## src/rtl/rtc_display_scheduler_pkg.sv

```systemverilog
// Shared constants and types for the RTC display scheduler.
// Holds sweep addresses, FSM encoding and reset defaults.
package rtc_pkg;

  localparam logic [7:0] RTC_ADDR_SEG  = 8'h21;
  localparam logic [7:0] RTC_ADDR_MIN  = 8'h22;
  localparam logic [7:0] RTC_ADDR_HORA = 8'h23;
  localparam logic [7:0] RTC_ADDR_DIA  = 8'h24;
  localparam logic [7:0] RTC_ADDR_MES  = 8'h25;
  localparam logic [7:0] RTC_ADDR_YEAR = 8'h26;

  localparam int NUM_SWEEP_REGS = 6;

  localparam logic [7:0] RST_DIA = 8'h01;
  localparam logic [7:0] RST_MES = 8'h01;

  typedef enum logic [2:0] {
    IDLE,
    REQ,
    WAIT,
    NEXT,
    CWAIT
  } state_t;

  function automatic logic [7:0] sweep_addr(
    input logic [2:0] idx
  );
    logic [7:0] a;
    a = RTC_ADDR_SEG;
    unique case (1'b1)
      (idx == 3'd1): a = RTC_ADDR_MIN;
      (idx == 3'd2): a = RTC_ADDR_HORA;
      (idx == 3'd3): a = RTC_ADDR_DIA;
      (idx == 3'd4): a = RTC_ADDR_MES;
      (idx == 3'd5): a = RTC_ADDR_YEAR;
      default:       a = RTC_ADDR_SEG;
    endcase
    return a;
  endfunction

  // Slot 3 is day, slot 4 is month; both reset to 01.
  function automatic logic [7:0] rst_val(input int i);
    if (i == 3) return RST_DIA;
    if (i == 4) return RST_MES;
    return 8'h00;
  endfunction

endpackage

```

## src/rtl/rtc_display_scheduler_if.sv

```systemverilog
// RTC register read bus: request/address out, ack/data back.
// The scheduler is the master; the RTC bus block is the slave.
interface rtc_display_scheduler_if;
  logic       rd_req;
  logic [7:0] rd_addr;
  logic       rd_ack;
  logic [7:0] rd_data;

  modport master (
    output rd_req,
    output rd_addr,
    input  rd_ack,
    input  rd_data
  );

  modport slave (
    input  rd_req,
    input  rd_addr,
    output rd_ack,
    output rd_data
  );
endinterface

```

## src/rtl/rtc_display_scheduler_vsync_edge_det.sv

```systemverilog
// Falling-edge detector for the active-low VGA vsync pulse.
// Delays vsync by one register and flags the 1->0 step.
module vsync_edge_det (
  input  logic clk,
  input  logic reset,
  input  logic i_vsync,
  output logic o_fall
);

  logic r_vsync_d;

  // Reset low so a vsync held low across reset is not seen as an edge.
  always_ff @(posedge clk) begin
    if (reset) r_vsync_d <= 1'b0;
    else       r_vsync_d <= i_vsync;
  end

  assign o_fall = r_vsync_d & ~i_vsync;

endmodule

```

## src/rtl/rtc_display_scheduler.sv

```systemverilog
// Sweeps the six RTC time/date registers into shadows and
// commits them to the VGA text path on a vsync falling edge.
module rtc_display_scheduler
  import rtc_pkg::*;
#(
  parameter int REFRESH_TICKS = 5_000_000,
  parameter int ACK_TIMEOUT   = 255
) (
  input  logic       clk,
  input  logic       reset,
  input  logic       vsync,
  input  logic       edit_hold,
  rtc_display_scheduler_if.master bus,
  output logic [7:0] seg_c,
  output logic [7:0] min_c,
  output logic [7:0] hora_c,
  output logic [7:0] cambio_dia,
  output logic [7:0] cambio_mes,
  output logic [7:0] cambio_year,
  output logic       update_pulse,
  output logic       busy,
  output logic       timeout_err
);

  localparam int CNT_W = $clog2(REFRESH_TICKS);
  localparam int TMO_W = $clog2(ACK_TIMEOUT + 1);

  state_t           r_state;
  logic [2:0]       r_idx;
  logic [TMO_W-1:0] r_tmo;
  logic             r_abort;
  logic             r_req;
  logic [7:0]       r_addr;
  logic             r_pulse;
  logic             r_busy;
  logic             r_terr;
  logic [7:0]       r_sh  [NUM_SWEEP_REGS];
  logic [7:0]       r_out [NUM_SWEEP_REGS];
  logic [CNT_W-1:0] r_cnt;

  logic w_tc;
  logic w_fall;

  vsync_edge_det u_vs (
    .clk     (clk),
    .reset   (reset),
    .i_vsync (vsync),
    .o_fall  (w_fall)
  );

  assign w_tc = (r_cnt == CNT_W'(REFRESH_TICKS - 1));

  // Free-running; a terminal count outside IDLE is simply lost.
  always_ff @(posedge clk) begin
    if (reset || w_tc) r_cnt <= '0;
    else               r_cnt <= r_cnt + CNT_W'(1);
  end

  always_ff @(posedge clk) begin
    if (reset) begin
      r_state <= IDLE;
      r_idx   <= '0;
      r_tmo   <= '0;
      r_abort <= 1'b0;
      r_req   <= 1'b0;
      r_addr  <= '0;
      r_pulse <= 1'b0;
      r_busy  <= 1'b0;
      r_terr  <= 1'b0;
      for (int i = 0; i < NUM_SWEEP_REGS; i++) begin
        r_sh[i]  <= rst_val(i);
        r_out[i] <= rst_val(i);
      end
    end else begin
      r_pulse <= 1'b0;
      unique case (r_state)
        IDLE: begin
          if (w_tc && !edit_hold) begin
            r_state <= REQ;
            r_idx   <= '0;
            r_abort <= 1'b0;
            r_busy  <= 1'b1;
          end
        end
        REQ: begin
          r_req   <= 1'b1;
          r_addr  <= sweep_addr(r_idx);
          r_tmo   <= '0;
          r_state <= WAIT;
          if (edit_hold) r_abort <= 1'b1;
        end
        WAIT: begin
          if (edit_hold) r_abort <= 1'b1;
          // An ack arriving with the last timeout cycle still counts.
          if (bus.rd_ack) begin
            r_sh[r_idx] <= bus.rd_data;
            r_tmo       <= '0;
            r_req       <= 1'b0;
            r_state     <= NEXT;
          end else if (r_tmo == TMO_W'(ACK_TIMEOUT - 1)) begin
            r_req   <= 1'b0;
            r_terr  <= 1'b1;
            r_tmo   <= '0;
            r_abort <= 1'b0;
            r_busy  <= 1'b0;
            r_state <= IDLE;
          end else begin
            r_tmo <= r_tmo + TMO_W'(1);
          end
        end
        NEXT: begin
          if (r_abort || edit_hold) begin
            r_abort <= 1'b0;
            r_busy  <= 1'b0;
            r_state <= IDLE;
          end else if (r_idx == 3'(NUM_SWEEP_REGS - 1)) begin
            r_state <= CWAIT;
          end else begin
            r_idx   <= r_idx + 3'd1;
            r_state <= REQ;
          end
        end
        CWAIT: begin
          if (edit_hold) begin
            r_busy  <= 1'b0;
            r_state <= IDLE;
          end else if (w_fall) begin
            for (int i = 0; i < NUM_SWEEP_REGS; i++)
              r_out[i] <= r_sh[i];
            r_pulse <= 1'b1;
            r_terr  <= 1'b0;
            r_busy  <= 1'b0;
            r_state <= IDLE;
          end
        end
        default: begin
          r_req   <= 1'b0;
          r_busy  <= 1'b0;
          r_state <= IDLE;
        end
      endcase
    end
  end

  assign bus.rd_req   = r_req;
  assign bus.rd_addr  = r_addr;
  assign seg_c        = r_out[0];
  assign min_c        = r_out[1];
  assign hora_c       = r_out[2];
  assign cambio_dia   = r_out[3];
  assign cambio_mes   = r_out[4];
  assign cambio_year  = r_out[5];
  assign update_pulse = r_pulse;
  assign busy         = r_busy;
  assign timeout_err  = r_terr;

endmodule

```

## src/flat_wrapper.sv

```systemverilog
// flat-port wrapper written by rule: the top's interface ports become plain ports
module rtc_display_scheduler_flat import rtc_pkg::*;
#(
  parameter int REFRESH_TICKS = 5_000_000,
  parameter int ACK_TIMEOUT   = 255
)
  (clk, reset, vsync, edit_hold, seg_c, min_c, hora_c, cambio_dia, cambio_mes, cambio_year, update_pulse, busy, timeout_err, bus_rd_req, bus_rd_addr, bus_rd_ack, bus_rd_data);
  rtc_display_scheduler_if bus_i ();
  input  logic clk;
  input  logic reset;
  input  logic vsync;
  input  logic edit_hold;
  output logic [7:0] seg_c;
  output logic [7:0] min_c;
  output logic [7:0] hora_c;
  output logic [7:0] cambio_dia;
  output logic [7:0] cambio_mes;
  output logic [7:0] cambio_year;
  output logic update_pulse;
  output logic busy;
  output logic timeout_err;
  output wire logic [$bits(bus_i.rd_req)-1:0] bus_rd_req;
  output wire logic [$bits(bus_i.rd_addr)-1:0] bus_rd_addr;
  input wire logic [$bits(bus_i.rd_ack)-1:0] bus_rd_ack;
  input wire logic [$bits(bus_i.rd_data)-1:0] bus_rd_data;
  assign bus_rd_req = bus_i.rd_req;
  assign bus_rd_addr = bus_i.rd_addr;
  assign bus_i.rd_ack = bus_rd_ack;
  assign bus_i.rd_data = bus_rd_data;
  rtc_display_scheduler #(.REFRESH_TICKS(REFRESH_TICKS), .ACK_TIMEOUT(ACK_TIMEOUT)) u_core (.clk(clk), .reset(reset), .vsync(vsync), .edit_hold(edit_hold), .bus(bus_i), .seg_c(seg_c), .min_c(min_c), .hora_c(hora_c), .cambio_dia(cambio_dia), .cambio_mes(cambio_mes), .cambio_year(cambio_year), .update_pulse(update_pulse), .busy(busy), .timeout_err(timeout_err));
endmodule
```

## config.mk

```make
export PLATFORM = sky130hd
export DESIGN_NAME = rtc_display_scheduler_flat
export DESIGN_NICKNAME = d
export VERILOG_FILES = /design/src/rtl/rtc_display_scheduler_pkg.sv /design/src/rtl/rtc_display_scheduler_if.sv /design/src/rtl/rtc_display_scheduler_vsync_edge_det.sv /design/src/rtl/rtc_display_scheduler.sv /design/src/flat_wrapper.sv
export SDC_FILE = /design/constraint.sdc
export NUM_CORES = 1
export LEC_CHECK = 0
export ABC_CLOCK_PERIOD_IN_PS = 2600
export CAP_MARGIN = 20
export CORE_MARGIN = 8
export CORE_UTILIZATION = 30
export DETAILED_ROUTE_END_ITERATION = 7
export RECOVER_POWER = 100
export SYNTH_ARGS = -nofsm -noshare
export SYNTH_HDL_FRONTEND = slang
export SYNTH_SLANG_ARGS = --single-unit
```

## constraint.sdc

```tcl
create_clock -name clk -period 2.6 [get_ports clk]
set_clock_uncertainty 0.1 [all_clocks]
set_input_delay 0.52 -clock clk [delete_from_list [all_inputs] [get_ports clk]]
set_output_delay 0.52 -clock clk [all_outputs]
set_load 0.01 [all_outputs]
```

==> impl_metrics.yaml <==
run_status:
  status: "finished clean"
logic_synthesis:
  ys_seq_area_frac: 0.657
  synth-seq-cells: 143
  synth_common_cells: "edfxtp_1, nor2_1, and2_1"
  synth_edf_count: 96
  yosysUniqueCellTypes: 48
  ys_warn_count: 0
  async_reset_ff_frac: 0
  synthCells: 490
  synth_most_common_cell: "edfxtp_1"
  synthTopCellsByArea: "edfxtp_1, dfxtp_1, and2_1"
  ys.flop_type: "edfxtp_1"
  synth_area_leader_cell: "edfxtp_1"
  syn_area_um2: 5820
  yosysTopAreaCellShare: 0.496
  syn_area_per_cell_um2: 11.9
job:
  drv_cap: 0
worst_setup_path:
  cp_top_family: "simple AND/OR/NAND/NOR gates"
  cp_max_fo: 4
  rrSetupSlack_ns: 0.24
  cp_common_cell: "or4_1"
  cpMaxStageDelayCell: "or4_1"
  endpoint_kind: "register"
  path_cells: "or4_1 > or4_1 > or3_1 > nand2_1 > mux2i_1"
  required_ns: 2.85
  critPathKind: "reg2reg"
  cp.buffers_inverters: 0
  max_stage_delay_ns: 0.54
  crit_path_start_kind: "register"
  critPathArrivalTime_ns: 2.60
final_layout:
  final_util: 0.386
  design_area_um2: 7450
  area_growth_pct: 28.1
  multi_input_area_um2: 1830
  fin_cells: 853
  regArea_um2: 3820
  final_layout_size_suffix_gt1_frac: 0.0748
  fillers: 1867
  fin_nets: 597
  n_antenna_cell: 0
clock_tree:
  clk_pin_slew_worst_paths_ns: 0.06
  cts_tree: "yes"
  cts_hold_buf: 0
  cts_max_level: 4
  clock-root-buffer: "clkbuf_16"
  cts_setup_buffers: 0
  clkLatencyLatePin_ns: 0.42
  cts_resized: 0
  numCtsBuffers: 17
  numClockSinks: 143
  clock_path_buffers: 2
floorplan:
  dieArea_um2: 24100
  core_area_um2: 19300
  die_width_um: 155
  rows: 51
  initial_core_util: 0.302
  die_y_um: 155
  io_pins: 73
pwr:
  leakage_nw: 2.74
  ir_worst_vdd_uv: 431
  power_density_nw_per_um2: 686
  power_mw: 5.11
min_path:
  hold_path_class: "reg2reg"
place:
  dp_slack_ns: 0.171
  place_area_um2: 6900
  routabilityCongestion: 0.778
  dp_hpwl_mm: 8.48
  io_buffers: 68
  placed_cells: 821
timing:
  setup_viol: 0
  relSlewSlack: 0.478
  holdWs_ns: 0.366
  drv_slew: 0
  timing_hold_violations_final: 0
  finalCritPeriodShare: 0.907
  fin_crit_ns: 2.36
  max_freq_mhz: 424
  timing.final.ws_setup_ns: 0.241
  tightest_slew_ns: 0.781
  fin_setup_tns_ns: 0
  rsz0062_at_grt: "false"
drt:
  detail-route-antenna-nets: 0
  drc: 0
  via_per_inst: 4.43
  wl_per_cell_um: 13.9
  vias: 3782
  drt-initial-drc-count: 275
  drtPass1Iterations: 4
  wirelength_mm: 11.8
global_routing:
  grt_max_degree: 48
  gr-usage-all-layers: 0.102
  grt_pass1_wl_mm: 19.3
  globalRouteOverflowTotal: 0
  antenna_found_initial: 0
  grt_pass1_vias: 3809
[final cells by class]
| cell class | count | area share |
|---|---|---|
| Sequential cell | 143 | 0.513 |
| Multi-Input combinational cell | 312 | 0.245 |
| Timing Repair Buffer | 83 | 0.110 |
| Clock buffer | 22 | 0.0623 |
| Tap cell | 265 | 0.0445 |
| Clock inverter | 10 | 0.0153 |
| Inverter | 18 | 0.00907 |
[cell usage in the layout, fill, tap and decap left out, types with 3 or more instances in the layout]
cell and instances:
a211oi_1 4, a21oi_1 8, a311oi_1 3, and2_0 25
and2_1 29, and3_1 6, and4_1 4, buf_12 3
buf_4 8, clkbuf_1 6, clkbuf_16 17, clkdlybuf4s50_1 11
clkinv_2 3, clkinv_4 3, conb_1 4, dfxtp_1 47
dlygate4sd3_1 57, edfxtp_1 96, ha_1 9, inv_1 18
nand2_1 29, nand2b_1 11, nand3_1 14, nand4_1 11
nor2_1 79, nor2b_1 3, nor3_1 8, nor4_1 4
o21a_1 3, o21ai_0 4, or3_1 3, xnor2_1 16
xor2_1 13
[sequential cells by signal, indices dropped and copies added (netlist names)]
register               flops
u_core.u_vs.r_vsync_d      1
u_core.r_sh               48
u_core.r_abort             1
u_core.busy                1
u_core.r_idx               3
u_core.update_pulse        1
u_core.bus.rd_req          1
u_core.bus.rd_addr         4
u_core.r_state             3
u_core.timeout_err         1
u_core.r_tmo               8
u_core.r_out              48
u_core.r_cnt              23
[logic make-up (layout without fill, tap and decap cells)]
group / count (synthesis) / in the layout / share of synthesized area
mux: 2 / 2 / 0.00344
xor+xnor: 29 / 29 / 0.0437
simple gates: 237 / 237 / 0.211
fa+ha+maj: 9 / 9 / 0.0194
buf+inv: 38 / 133 / 0.0284
compound gates: 31 / 31 / 0.0361
other cells: 1 / 4 / 0.000645
flops: 143 / 143 / 0.657
[worst paths after layout]
| kind | startpoint | to | depth (start not counted) |
|---|---|---|---|
| worst max register to register | u_core.r_cnt[16]$_SDFF_PP0_ | u_core.r_idx[2]$_SDFFE_PP0P_ | 5 |
| worst min register to register | u_core.r_cnt[0]$_SDFF_PP0_ | u_core.r_cnt[0]$_SDFF_PP0_ | 1 |
| worst max-delay path | u_core.r_cnt[16]$_SDFF_PP0_ | u_core.r_idx[2]$_SDFFE_PP0P_ | 5 |
| worst min-delay path | u_core.r_cnt[0]$_SDFF_PP0_ | u_core.r_cnt[0]$_SDFF_PP0_ | 1 |
[routing by layer]
| metal | vias to the layer above | global-route usage | routed length [µm] |
|---|---|---|---|
| met3 | 10 | 0.0372 | 785 |
| met4 | 0 | 0.0444 | 125 |
| li1 | 1857 | - | - |
| met5 | - | 0 | 0 |
| met2 | 98 | 0.168 | 5710 |
| met1 | 1817 | 0.119 | 5200 |
[power by group]
part	internal (mW)	switching (mW)	total [mW]
Combinational	0.102	0.133	0.235
Sequential	2.49	0.0321	2.52
Clock	1.46	0.893	2.35
Total	4.05	1.06	5.11
Power figures use the tool's default switching activity.
